--- config.mk ---
export PLATFORM = sky130hd
export DESIGN_NAME = i2c_init_sequencer_flat
export DESIGN_NICKNAME = d
export VERILOG_FILES = /design/src/rtl/i2c_init_sequencer_if.sv /design/src/rtl/i2c_init_sequencer.sv /design/src/flat_wrapper.sv
export SDC_FILE = /design/constraint.sdc
export NUM_CORES = 1
export LEC_CHECK = 0
export ABC_AREA = 0
export CAP_MARGIN = 10
export CELL_PAD_IN_SITES_DETAIL_PLACEMENT = 0
export CELL_PAD_IN_SITES_GLOBAL_PLACEMENT = 1
export CORE_MARGIN = 2
export CORE_UTILIZATION = 33
export DETAILED_ROUTE_END_ITERATION = 10
export GPL_ROUTABILITY_DRIVEN = 0
export PLACE_DENSITY = 0.84
export SYNTH_ARGS = -nofsm -noshare
export SYNTH_HDL_FRONTEND = slang
export SYNTH_SLANG_ARGS = --single-unit
export TNS_END_PERCENT = 5
--- constraint.sdc ---
create_clock -name clk -period 3.1 [get_ports clk]
set_input_delay 0.93 -clock clk [delete_from_list [all_inputs] [get_ports clk]]
set_output_delay 0.93 -clock clk [all_outputs]
set_load 0.01 [all_outputs]
--- src/rtl/i2c_init_sequencer_if.sv ---
`default_nettype none
// ============================================================================
// i2c_init_sequencer_if : AXI-lite bus between the init sequencer and the
//                         i2c_master_axil register slave.
// Revision 1.0 : initial release
// ============================================================================
interface i2c_init_sequencer_if #(
  parameter int ADDR_WIDTH = 4,
  parameter int DATA_WIDTH = 32
);
  logic [ADDR_WIDTH-1:0]     awaddr;
  logic [2:0]                awprot;
  logic                      awvalid;
  logic                      awready;
  logic [DATA_WIDTH-1:0]     wdata;
  logic [DATA_WIDTH/8-1:0]   wstrb;
  logic                      wvalid;
  logic                      wready;
  logic [1:0]                bresp;
  logic                      bvalid;
  logic                      bready;
  logic [ADDR_WIDTH-1:0]     araddr;
  logic [2:0]                arprot;
  logic                      arvalid;
  logic                      arready;
  logic [DATA_WIDTH-1:0]     rdata;
  logic [1:0]                rresp;
  logic                      rvalid;
  logic                      rready;

  modport master (
    output awaddr, awprot, awvalid, wdata, wstrb, wvalid, bready,
           araddr, arprot, arvalid, rready,
    input  awready, wready, bresp, bvalid, arready, rdata, rresp, rvalid
  );

  modport slave (
    input  awaddr, awprot, awvalid, wdata, wstrb, wvalid, bready,
           araddr, arprot, arvalid, rready,
    output awready, wready, bresp, bvalid, arready, rdata, rresp, rvalid
  );
endinterface
`default_nettype wire

--- src/rtl/i2c_init_sequencer.sv ---
`default_nettype none
// ============================================================================
// i2c_init_sequencer : walks a ROM table of WRITE/POLL/WAIT/END entries and
//                      issues them as AXI-lite transactions.
// Revision 1.0 : initial release
// ============================================================================
module i2c_init_sequencer #(
  parameter int ADDR_WIDTH = 4,
  parameter int DATA_WIDTH = 32,
  parameter int ROM_AW     = 6,
  parameter int POLL_LIMIT = 1024
) (
  input  logic                                clk,
  input  logic                                rst,
  input  logic                                start,
  output logic                                busy,
  output logic                                done,
  output logic                                error,
  output logic [1:0]                          err_code,
  output logic [ROM_AW-1:0]                   err_index,
  output logic [ROM_AW-1:0]                   rom_addr,
  input  logic [2+ADDR_WIDTH+2*DATA_WIDTH-1:0] rom_data,
  i2c_init_sequencer_if.master                m_axil
);

  localparam int ENTRY_W = 2 + ADDR_WIDTH + 2*DATA_WIDTH;

  localparam logic [1:0] OP_WRITE = 2'd0;
  localparam logic [1:0] OP_POLL  = 2'd1;
  localparam logic [1:0] OP_WAIT  = 2'd2;
  localparam logic [1:0] OP_END   = 2'd3;

  localparam logic [1:0] ERR_BRESP = 2'd1;
  localparam logic [1:0] ERR_RRESP = 2'd2;
  localparam logic [1:0] ERR_POLL  = 2'd3;

  typedef enum logic [3:0] {
    S_IDLE    = 4'd0,
    S_FETCH   = 4'd1,
    S_DECODE  = 4'd2,
    S_WR_REQ  = 4'd3,
    S_WR_RESP = 4'd4,
    S_RD_REQ  = 4'd5,
    S_RD_RESP = 4'd6,
    S_DELAY   = 4'd7,
    S_ERROR   = 4'd8
  } state_t;

  state_t                  state_q,     state_d;
  logic [ROM_AW-1:0]       rom_addr_q,  rom_addr_d;
  logic [ADDR_WIDTH-1:0]   addr_q,      addr_d;
  logic [DATA_WIDTH-1:0]   value_q,     value_d;
  logic [DATA_WIDTH-1:0]   mask_q,      mask_d;
  logic [DATA_WIDTH-1:0]   cnt_q,       cnt_d;
  logic                    aw_pend_q,   aw_pend_d;
  logic                    w_pend_q,    w_pend_d;
  logic                    done_q,      done_d;
  logic                    error_q,     error_d;
  logic [1:0]              err_code_q,  err_code_d;
  logic [1:0]              code_q,      code_d;
  logic [ROM_AW-1:0]       err_index_q, err_index_d;

  // Entry layout is {op, addr, value, mask}, mask in the low bits.
  logic [1:0]              w_op;
  logic [ADDR_WIDTH-1:0]   w_addr;
  logic [DATA_WIDTH-1:0]   w_value;
  logic [DATA_WIDTH-1:0]   w_mask;
  logic [ROM_AW-1:0]       w_next_addr;
  logic                    w_aw_done;
  logic                    w_w_done;
  logic                    w_poll_match;
  logic [DATA_WIDTH-1:0]   w_cnt_inc;

  assign w_op    = rom_data[ENTRY_W-1 -: 2];
  assign w_addr  = rom_data[2*DATA_WIDTH +: ADDR_WIDTH];
  assign w_value = rom_data[DATA_WIDTH +: DATA_WIDTH];
  assign w_mask  = rom_data[0 +: DATA_WIDTH];

  assign w_next_addr  = rom_addr_q + ROM_AW'(1);
  assign w_aw_done    = !aw_pend_q || m_axil.awready;
  assign w_w_done     = !w_pend_q  || m_axil.wready;
  assign w_poll_match = ((m_axil.rdata ^ value_q) & mask_q) == '0;
  assign w_cnt_inc    = cnt_q + DATA_WIDTH'(1);

  always_ff @(posedge clk) begin
    if (rst) begin
      state_q     <= S_IDLE;
      rom_addr_q  <= '0;
      addr_q      <= '0;
      value_q     <= '0;
      mask_q      <= '0;
      cnt_q       <= '0;
      aw_pend_q   <= 1'b0;
      w_pend_q    <= 1'b0;
      done_q      <= 1'b0;
      error_q     <= 1'b0;
      err_code_q  <= 2'd0;
      code_q      <= 2'd0;
      err_index_q <= '0;
    end else begin
      state_q     <= state_d;
      rom_addr_q  <= rom_addr_d;
      addr_q      <= addr_d;
      value_q     <= value_d;
      mask_q      <= mask_d;
      cnt_q       <= cnt_d;
      aw_pend_q   <= aw_pend_d;
      w_pend_q    <= w_pend_d;
      done_q      <= done_d;
      error_q     <= error_d;
      err_code_q  <= err_code_d;
      code_q      <= code_d;
      err_index_q <= err_index_d;
    end
  end

  always_comb begin
    state_d     = state_q;
    rom_addr_d  = rom_addr_q;
    addr_d      = addr_q;
    value_d     = value_q;
    mask_d      = mask_q;
    cnt_d       = cnt_q;
    aw_pend_d   = aw_pend_q;
    w_pend_d    = w_pend_q;
    done_d      = 1'b0;
    error_d     = error_q;
    err_code_d  = err_code_q;
    code_d      = code_q;
    err_index_d = err_index_q;

    case (state_q)
      S_IDLE: begin
        if (start) begin
          rom_addr_d = '0;
          error_d    = 1'b0;
          err_code_d = 2'd0;
          state_d    = S_FETCH;
        end
      end

      S_FETCH: state_d = S_DECODE;

      S_DECODE: begin
        addr_d  = w_addr;
        value_d = w_value;
        mask_d  = w_mask;
        case (w_op)
          OP_WRITE: begin
            aw_pend_d = 1'b1;
            w_pend_d  = 1'b1;
            state_d   = S_WR_REQ;
          end
          OP_POLL: begin
            cnt_d   = '0;
            state_d = S_RD_REQ;
          end
          OP_WAIT: begin
            cnt_d   = w_value;
            state_d = S_DELAY;
          end
          OP_END: begin
            done_d  = 1'b1;
            state_d = S_IDLE;
          end
          default: state_d = S_IDLE;
        endcase
      end

      // AW and W complete independently; leave only once both have.
      S_WR_REQ: begin
        if (m_axil.awready) aw_pend_d = 1'b0;
        if (m_axil.wready)  w_pend_d  = 1'b0;
        if (w_aw_done && w_w_done) state_d = S_WR_RESP;
      end

      S_WR_RESP: begin
        if (m_axil.bvalid) begin
          if (m_axil.bresp != 2'b00) begin
            code_d  = ERR_BRESP;
            state_d = S_ERROR;
          end else begin
            rom_addr_d = w_next_addr;
            state_d    = S_FETCH;
          end
        end
      end

      S_RD_REQ: begin
        if (m_axil.arready) state_d = S_RD_RESP;
      end

      S_RD_RESP: begin
        if (m_axil.rvalid) begin
          if (m_axil.rresp != 2'b00) begin
            code_d  = ERR_RRESP;
            state_d = S_ERROR;
          end else if (w_poll_match) begin
            rom_addr_d = w_next_addr;
            state_d    = S_FETCH;
          end else if (w_cnt_inc == DATA_WIDTH'(POLL_LIMIT)) begin
            code_d  = ERR_POLL;
            state_d = S_ERROR;
          end else begin
            cnt_d   = w_cnt_inc;
            state_d = S_RD_REQ;
          end
        end
      end

      // A loaded count of 0 or 1 both spend exactly one cycle here.
      S_DELAY: begin
        if (cnt_q <= DATA_WIDTH'(1)) begin
          rom_addr_d = w_next_addr;
          state_d    = S_FETCH;
        end else begin
          cnt_d = cnt_q - DATA_WIDTH'(1);
        end
      end

      S_ERROR: begin
        error_d     = 1'b1;
        err_code_d  = code_q;
        err_index_d = rom_addr_q;
        state_d     = S_IDLE;
      end

      default: state_d = S_IDLE;
    endcase
  end

  assign busy      = (state_q != S_IDLE);
  assign done      = done_q;
  assign error     = error_q;
  assign err_code  = err_code_q;
  assign err_index = err_index_q;
  assign rom_addr  = rom_addr_q;

  assign m_axil.awaddr  = addr_q;
  assign m_axil.awprot  = 3'b000;
  assign m_axil.awvalid = aw_pend_q;
  assign m_axil.wdata   = value_q;
  assign m_axil.wstrb   = '1;
  assign m_axil.wvalid  = w_pend_q;
  assign m_axil.bready  = (state_q == S_WR_RESP);
  assign m_axil.araddr  = addr_q;
  assign m_axil.arprot  = 3'b000;
  assign m_axil.arvalid = (state_q == S_RD_REQ);
  assign m_axil.rready  = (state_q == S_RD_RESP);

endmodule
`default_nettype wire

--- src/flat_wrapper.sv ---
// flat-port wrapper written by rule: the top's interface ports become plain ports
module i2c_init_sequencer_flat 
#(
  parameter int ADDR_WIDTH = 4,
  parameter int DATA_WIDTH = 32,
  parameter int ROM_AW     = 6,
  parameter int POLL_LIMIT = 1024
)
  (clk, rst, start, busy, done, error, err_code, err_index, rom_addr, rom_data, m_axil_awaddr, m_axil_awprot, m_axil_awvalid, m_axil_wdata, m_axil_wstrb, m_axil_wvalid, m_axil_bready, m_axil_araddr, m_axil_arprot, m_axil_arvalid, m_axil_rready, m_axil_awready, m_axil_wready, m_axil_bresp, m_axil_bvalid, m_axil_arready, m_axil_rdata, m_axil_rresp, m_axil_rvalid);
  i2c_init_sequencer_if #(.ADDR_WIDTH(ADDR_WIDTH), .DATA_WIDTH(DATA_WIDTH)) m_axil_i ();
  input  logic clk;
  input  logic rst;
  input  logic start;
  output logic busy;
  output logic done;
  output logic error;
  output logic [1:0] err_code;
  output logic [ROM_AW-1:0] err_index;
  output logic [ROM_AW-1:0] rom_addr;
  input  logic [2+ADDR_WIDTH+2*DATA_WIDTH-1:0] rom_data;
  output wire logic [$bits(m_axil_i.awaddr)-1:0] m_axil_awaddr;
  output wire logic [$bits(m_axil_i.awprot)-1:0] m_axil_awprot;
  output wire logic [$bits(m_axil_i.awvalid)-1:0] m_axil_awvalid;
  output wire logic [$bits(m_axil_i.wdata)-1:0] m_axil_wdata;
  output wire logic [$bits(m_axil_i.wstrb)-1:0] m_axil_wstrb;
  output wire logic [$bits(m_axil_i.wvalid)-1:0] m_axil_wvalid;
  output wire logic [$bits(m_axil_i.bready)-1:0] m_axil_bready;
  output wire logic [$bits(m_axil_i.araddr)-1:0] m_axil_araddr;
  output wire logic [$bits(m_axil_i.arprot)-1:0] m_axil_arprot;
  output wire logic [$bits(m_axil_i.arvalid)-1:0] m_axil_arvalid;
  output wire logic [$bits(m_axil_i.rready)-1:0] m_axil_rready;
  input wire logic [$bits(m_axil_i.awready)-1:0] m_axil_awready;
  input wire logic [$bits(m_axil_i.wready)-1:0] m_axil_wready;
  input wire logic [$bits(m_axil_i.bresp)-1:0] m_axil_bresp;
  input wire logic [$bits(m_axil_i.bvalid)-1:0] m_axil_bvalid;
  input wire logic [$bits(m_axil_i.arready)-1:0] m_axil_arready;
  input wire logic [$bits(m_axil_i.rdata)-1:0] m_axil_rdata;
  input wire logic [$bits(m_axil_i.rresp)-1:0] m_axil_rresp;
  input wire logic [$bits(m_axil_i.rvalid)-1:0] m_axil_rvalid;
  assign m_axil_awaddr = m_axil_i.awaddr;
  assign m_axil_awprot = m_axil_i.awprot;
  assign m_axil_awvalid = m_axil_i.awvalid;
  assign m_axil_wdata = m_axil_i.wdata;
  assign m_axil_wstrb = m_axil_i.wstrb;
  assign m_axil_wvalid = m_axil_i.wvalid;
  assign m_axil_bready = m_axil_i.bready;
  assign m_axil_araddr = m_axil_i.araddr;
  assign m_axil_arprot = m_axil_i.arprot;
  assign m_axil_arvalid = m_axil_i.arvalid;
  assign m_axil_rready = m_axil_i.rready;
  assign m_axil_i.awready = m_axil_awready;
  assign m_axil_i.wready = m_axil_wready;
  assign m_axil_i.bresp = m_axil_bresp;
  assign m_axil_i.bvalid = m_axil_bvalid;
  assign m_axil_i.arready = m_axil_arready;
  assign m_axil_i.rdata = m_axil_rdata;
  assign m_axil_i.rresp = m_axil_rresp;
  assign m_axil_i.rvalid = m_axil_rvalid;
  i2c_init_sequencer #(.ADDR_WIDTH(ADDR_WIDTH), .DATA_WIDTH(DATA_WIDTH), .ROM_AW(ROM_AW), .POLL_LIMIT(POLL_LIMIT)) u_core (.clk(clk), .rst(rst), .start(start), .busy(busy), .done(done), .error(error), .err_code(err_code), .err_index(err_index), .rom_addr(rom_addr), .rom_data(rom_data), .m_axil(m_axil_i));
endmodule
Word-level counts from Yosys, hierarchy flattened
Cells that the tools add are included.
{"block": "classes", "add_sub_neg": 3, "magnitude_cmp": 1, "eq_ne": 31, "n_mux": 44, "bitwise": 3, "n_reduce_logical": 24}
{"op": "$mux W32", "count": 5}
{"op": "$pmux W32 S3", "count": 1}
{"op": "$pmux W32 S2", "count": 1}
{"op": "$mux W6", "count": 7}
{"op": "$mux W4", "count": 10}
{"op": "$add A32 B1 Y32 const B", "count": 1}
{"op": "$and A32 B32 Y32", "count": 1}
{"op": "$eq A32 B11 Y1 const B", "count": 1}
{"op": "$le A32 B1 Y1 const B", "count": 1}
{"op": "$logic_not A32 Y1", "count": 1}
{"op": "$pmux W4 S8", "count": 1}
{"op": "$sub A32 B1 Y32 const B", "count": 1}
{"op": "$xor A32 B32 Y32", "count": 1}
{"op": "$pmux W6 S4", "count": 1}
{"op": "$eq A4 B3 Y1 const B", "count": 4}
{"op": "$ne A2 B1 Y1 const B", "count": 8}
{"op": "$ne A2 B2 Y1 const B", "count": 8}
{"op": "$pmux W4 S4", "count": 1}
{"op": "$mux W2", "count": 7}
{"op": "$reduce_and A6 Y1", "count": 2}
{"op": "$reduce_bool A2 Y1", "count": 5}
{"op": "$eq A4 B2 Y1 const B", "count": 2}
{"op": "$pmux W2 S2", "count": 2}
{"op": "$reduce_and A8 Y1", "count": 1}
{"op": "21 further kinds", "count": 33}
{"block": "totals", "ff_bits": 124, "in_bits": 114, "output_inout_bits": 72, "elab_cells": 119}

Longest topological paths before layout
{"block": "depth", "depth_word": 7, "mapped_depth": 11, "ltp_nobuf": 9}

Least setup slack after synthesis
No wires, ideal clock.
{"block": "synth_path", "path_type": "register to register", "startpoint": "register u_core.cnt_q[0]", "endpoint": "register u_core.cnt_q[22]", "setup_time_ps": 132, "t_arrival_ps": 3141, "t_required_ps": 2968, "path_slack_ps": -173, "stages_incl_launch_ff": 12, "n_path_buf": 2, "synth_period_minus_slack_ps": 3273, "cell_sequence": "dfxtp_1 ha_1 nand3_1 or4_1 buf_2 or4b_4 o31ai_4 nand4_2 o31a_1 o21ai_4 buf_4 o32ai_1"}
{"block": "synth_via", "elab_chain_cells": 6, "elab_cells_between_ends": 13, "cone_classes": "add/sub: 2; order compare: 1; eq/ne: 3; mux: 6; reduce/logical: 1"}
{"item": "start, declared", "line_no": "i2c_init_sequencer.sv:54", "rtl": "logic [DATA_WIDTH-1:0] cnt_q, cnt_d;"}
{"item": "start signal, assigned", "line_no": "i2c_init_sequencer.sv:106", "rtl": "cnt_q <= cnt_d;"}
{"item": "parallel branches: the longest is 6 deep, another holds $add A32 B1 Y32"}
Parallel ways; which one is timed is not known. The select of a mux whose other input is x is not followed.
A chain may end at the register's enable or synchronous reset.

Worst setup path in the final report
{"block": "layout_path", "startpoint": "register u_core.cnt_q[1]", "endpoint": "register u_core.cnt_q[28]"}
The elaborated chain is that of the path after synthesis.

==> parameters.txt <==
Parameter                              Value

STA
  Layout Skew ... 10.7 ps
  Number of pins with negative max-slew slack in the final report ... 0
  Achievable Freq ... 302 MHz
  Actual transition at the worst max-transition pin ... 768 ps
  RSZ-0062 raised after global routing ... true
  Number of endpoints with negative hold slack in the final report ... 0
  Total Negative Setup Slacks ... -4620 ps
  Total setup violations reported at the end of the flow ... 31
  Worst slew margin ... 48.3%
  Part of the cycle the worst path needs ... 107%
  Time the worst path needs with I/O delays and setup ... 3310 ps
  Final critical-path setup slack ... -207 ps

Critical path
  Endpoint class of the critical path ... flop
  Worst Setup Start Kind ... flop
  Cell type of the slowest stage on the worst timing path ... sky130_fd_sc_hd__or4b_4
  Path type of the worst setup path ... flop to flop
  Required @ worst endpoint ... 3380 ps
  Arrival time at the worst endpoint ... 3580 ps
  List of cells traversed by the critical path ... ha_4 > nand3_2 > or4_4 > buf_6 > or4b_4 > o31ai_4 > nand4_4 > o31a_1 > o21ai_4 > clkbuf_16 > o32ai_1
  Biggest fanout along the worst timing path ... 12
  Crit path largest cell delay ... roughly 550 ps

Power
  Static leakage ... 4.13 nW
  Portion of total power attributed to sequential cells ... 26.2%
  Worst supply voltage drop on vdd ... 375 uV
  Net switching power of the design ... a little under 3 mW
  Power Internal ... 4.66 mW
  Logic gate share of total power ... 45.0%
  Clk network pwr share ... 28.8%
  Total power divided by cell area ... 666 nW/um^2
  Net switching fraction of the power ... 39.0%

Logic synthesis
  Largest area contributor in the synthesized netlist ... sky130_fd_sc_hd__dfxtp_1
  Cell count after synthesis ... around 1100
  Leading cell type by number of instances after synthesis ... sky130_fd_sc_hd__nand2_1
  Synthesized-area fraction occupied by xor and xnor cells ... between 6 and 7%
  Netlist Area Pre-Place ... slightly below 8000 sq um
  Number of flops mapped to enable cells by yosys ... 0
  Most common library cells after synthesis ... sky130_fd_sc_hd__nand2_1 (229), sky130_fd_sc_hd__dfxtp_1 (124), sky130_fd_sc_hd__a21oi_1 (123)
  Average cell area after synthesis ... 7.26 sq um
  Post-synth top area share ... a little under a third
  Syn. warnings ... 0
  Dominant combinational cell family by area after synthesis ... simple AND/OR/NAND/NOR gates
  Biggest area contributors in the synthesized netlist ... sky130_fd_sc_hd__dfxtp_1 (31%), sky130_fd_sc_hd__nand2_1 (11%), sky130_fd_sc_hd__a21oi_1 (7.8%)
  Compound-cell area share of the yosys netlist ... 25.3%
  Post-Synth Adder-Cell Area ... approximately 1.3%
  Prevailing post-synth register cell ... sky130_fd_sc_hd__dfxtp_1
  Post-synth ARST share ... 0%
  Area share of and/or/nand/nor cells after synthesis ... 27.3%
  Number of storage elements in the synthesis netlist ... 124
  Mux contribution to synthesized area ... 0.507%
  Count of distinct cell types in the synthesized netlist ... 69
  Register area share after synthesis ... 31.4%

Floorplanning
  Number of I/O pins ... 186
  Site row count ... 56
  Starting density of the core ... 33.7%
  Width of the die ... between 150 and 200 um
  Placeable core region ... 23500 sq um
  Overall die height ... 159 um
  Die area ... 25200 sq um

Route
  Mean number of vias per cell ... 5.65
  DRC violations left ... 0
  WL final ... 32100 um
  Post-DR wirelength/cell ... between 15 and 20 um
  First-pass detailed-route iteration total ... 5
  First-iteration detailed-routing DRC count ... 1124
  Post-route antenna net violation count ... 0
  DR vias ... 9275

Global routing
  Overall Global Routing Usage ... around a quarter
  Met2 track demand over resource in global routing ... 38.5%
  Vias in the first global route ... a little under 9000
  Global-route wire length before repair ... 49100 um
  Global-route track usage on met3 ... 5.49%
  Leftover overflow at the end of global routing ... 0
  Routing layer with the top usage in global route ... met2
  Met1 capacity usage during global routing ... 32.5%
  Antenna violations before repair ... 0
  Largest net degree at the start of global routing ... 117

Placed design
  I/O Buffers ... 175
  Post-placement cell area ... roughly 11000 sq um
  Half-perimeter wire length after detailed placement ... roughly 23000 um

Clocking
  Number of levels in the clock H-tree ... 4
  Clock-pin slew of the registers on the worst-case setup and hold paths ... 60 ps
  Num Clock Sinks ... 124
  Root cell of the clock tree ... sky130_fd_sc_hd__clkbuf_16
  Clock buffers created by TritonCTS ... 17
  Clk_lat worst skew ... 420 ps
  Maximum buffer depth of the clock tree ... 2
  Number of hold buffers added after CTS ... 0
  CTS tree ... done

Run
  Max-cap viol count ... 0

Cells and area
  Number of nets in the finished design ... 1431
  Area overhead of the layout relative to synthesis ... 45.1%
  Proportion of layout cells with a drive suffix above 1 ... between 10% and 20%
  Final core utilization ... 48.8%
  Final cell area excluding filler cells ... 11500 sq um

Min path
  Type of the most critical hold path ... flop to flop

Run status
  Run status ... finished with violations
  Failing checks ... setup timing
==> through the flow <==
step                power, mW  hold slack (ps)  setup WS (ps)  instances
finish                   7.64              453           -207       1642
global placement         5.16              444           -578       1606
floorplan                3.75              428           4.36       1096
global route             7.98              479           -235       1641
detailed placement       5.18              446           -500       1606
CTS                      7.56              453           -106       1639
==> power groups by stage <==
stage | sequential, mW | combinational, mW | clock, mW
2_1_floorplan | 1.98 | 1.77 | 0
6_report | 2.00 | 3.43 | 2.20
4_1_cts | 2.00 | 3.33 | 2.23
5_1_grt | 2.03 | 3.66 | 2.29
3_5_place_dp | 2.03 | 3.15 | 0
3_3_place_gp | 2.03 | 3.13 | 0
==> path summary, 6_finish.rpt <==
check	end	cells past startpoint	from	slack (ps)
setup / recovery	u_core.cnt_q[28]	11	u_core.cnt_q[1]	-210
hold / removal	u_core.err_index[4]	2	u_core.err_index[4]	450
setup reg to reg	u_core.cnt_q[28]	11	u_core.cnt_q[1]	-210
hold reg to reg	u_core.err_index[4]	2	u_core.err_index[4]	450
==> sequential cells by signal (all words and copies together), names as in the netlist, 2 cells and up <==
name	flops
u_core.cnt_q	32
u_core.err_code	2
u_core.rom_addr	6
u_core.code_q	2
u_core.m_axil.araddr	4
u_core.mask_q	32
u_core.state_q	4
u_core.m_axil.wdata	32
u_core.err_index	6
==> final cells by class <==
class | count | area, sq um
diodes | 1 | 2.50
clock buffers | 18 | 439
clock inverters | 14 | 205
fillers | 2279 | 12000
inverters | 17 | 63.8
multi-input cells | 842 | 5050
flip-flops and latches | 124 | 2490
well taps | 319 | 399
repair buffers | 307 | 2820
==> cell families after synthesis <==
logic type,Yosys count
XOR/XNOR,61
multiplexers,4
adder cells (fa/ha/maj),8
flip-flops,124
AND/OR/NAND/NOR,460
AO/OA/AOI/OAI,299
other,2
buffers and inverters,130
==> layout by cell type (no fill, tap or decap), drive strengths merged, types with 8 or more instances in the layout <==
cell type | synthesis | routed
xnor2 | 23 | 23
nand3 | 25 | 25
a22oi | 20 | 20
dfxtp | 124 | 124
or4 | 11 | 11
nand4 | 19 | 19
o32ai | 24 | 24
conb | 2 | 10
inv | 17 | 23
nor3 | 43 | 43
buf | 33 | 132
a221oi | 18 | 18
nor4 | 17 | 17
clkdlybuf4s50 | 0 | 174
nor2 | 55 | 55
nand2 | 229 | 229
or3 | 14 | 14
xor2 | 38 | 38
o21ai | 43 | 43
clkbuf | 80 | 19
and3 | 8 | 8
a21oi | 124 | 124
a31oi | 8 | 8
a211oi | 9 | 9
ha | 8 | 8
==> what timing repair did <==
action / 4_1_cts / 5_1_grt
gates resized for setup: 14 / 16
pin swaps: 4 / 5
setup endpoints to repair: 38 / 40
cloned: 0 / 1
buffers inserted: 1 / 1
==> critical path: cells and delay by family (launching register included) <==
kind | cells | cell delay, ps
compound gates | 4 | 970
simple gates | 4 | 1270
fa+ha+maj | 1 | 170
buf+inv | 2 | 400
flops | 1 | 350
==> metal layers <==
metal / up-vias / part of all wire (%)
met2: 471 / 45
li1: 4331 / -
met5: - / 0
met3: 77 / 8.5
met1: 4396 / 44
met4: 0 / 2.9
Note: power is estimated with default switching activity, not from simulation.
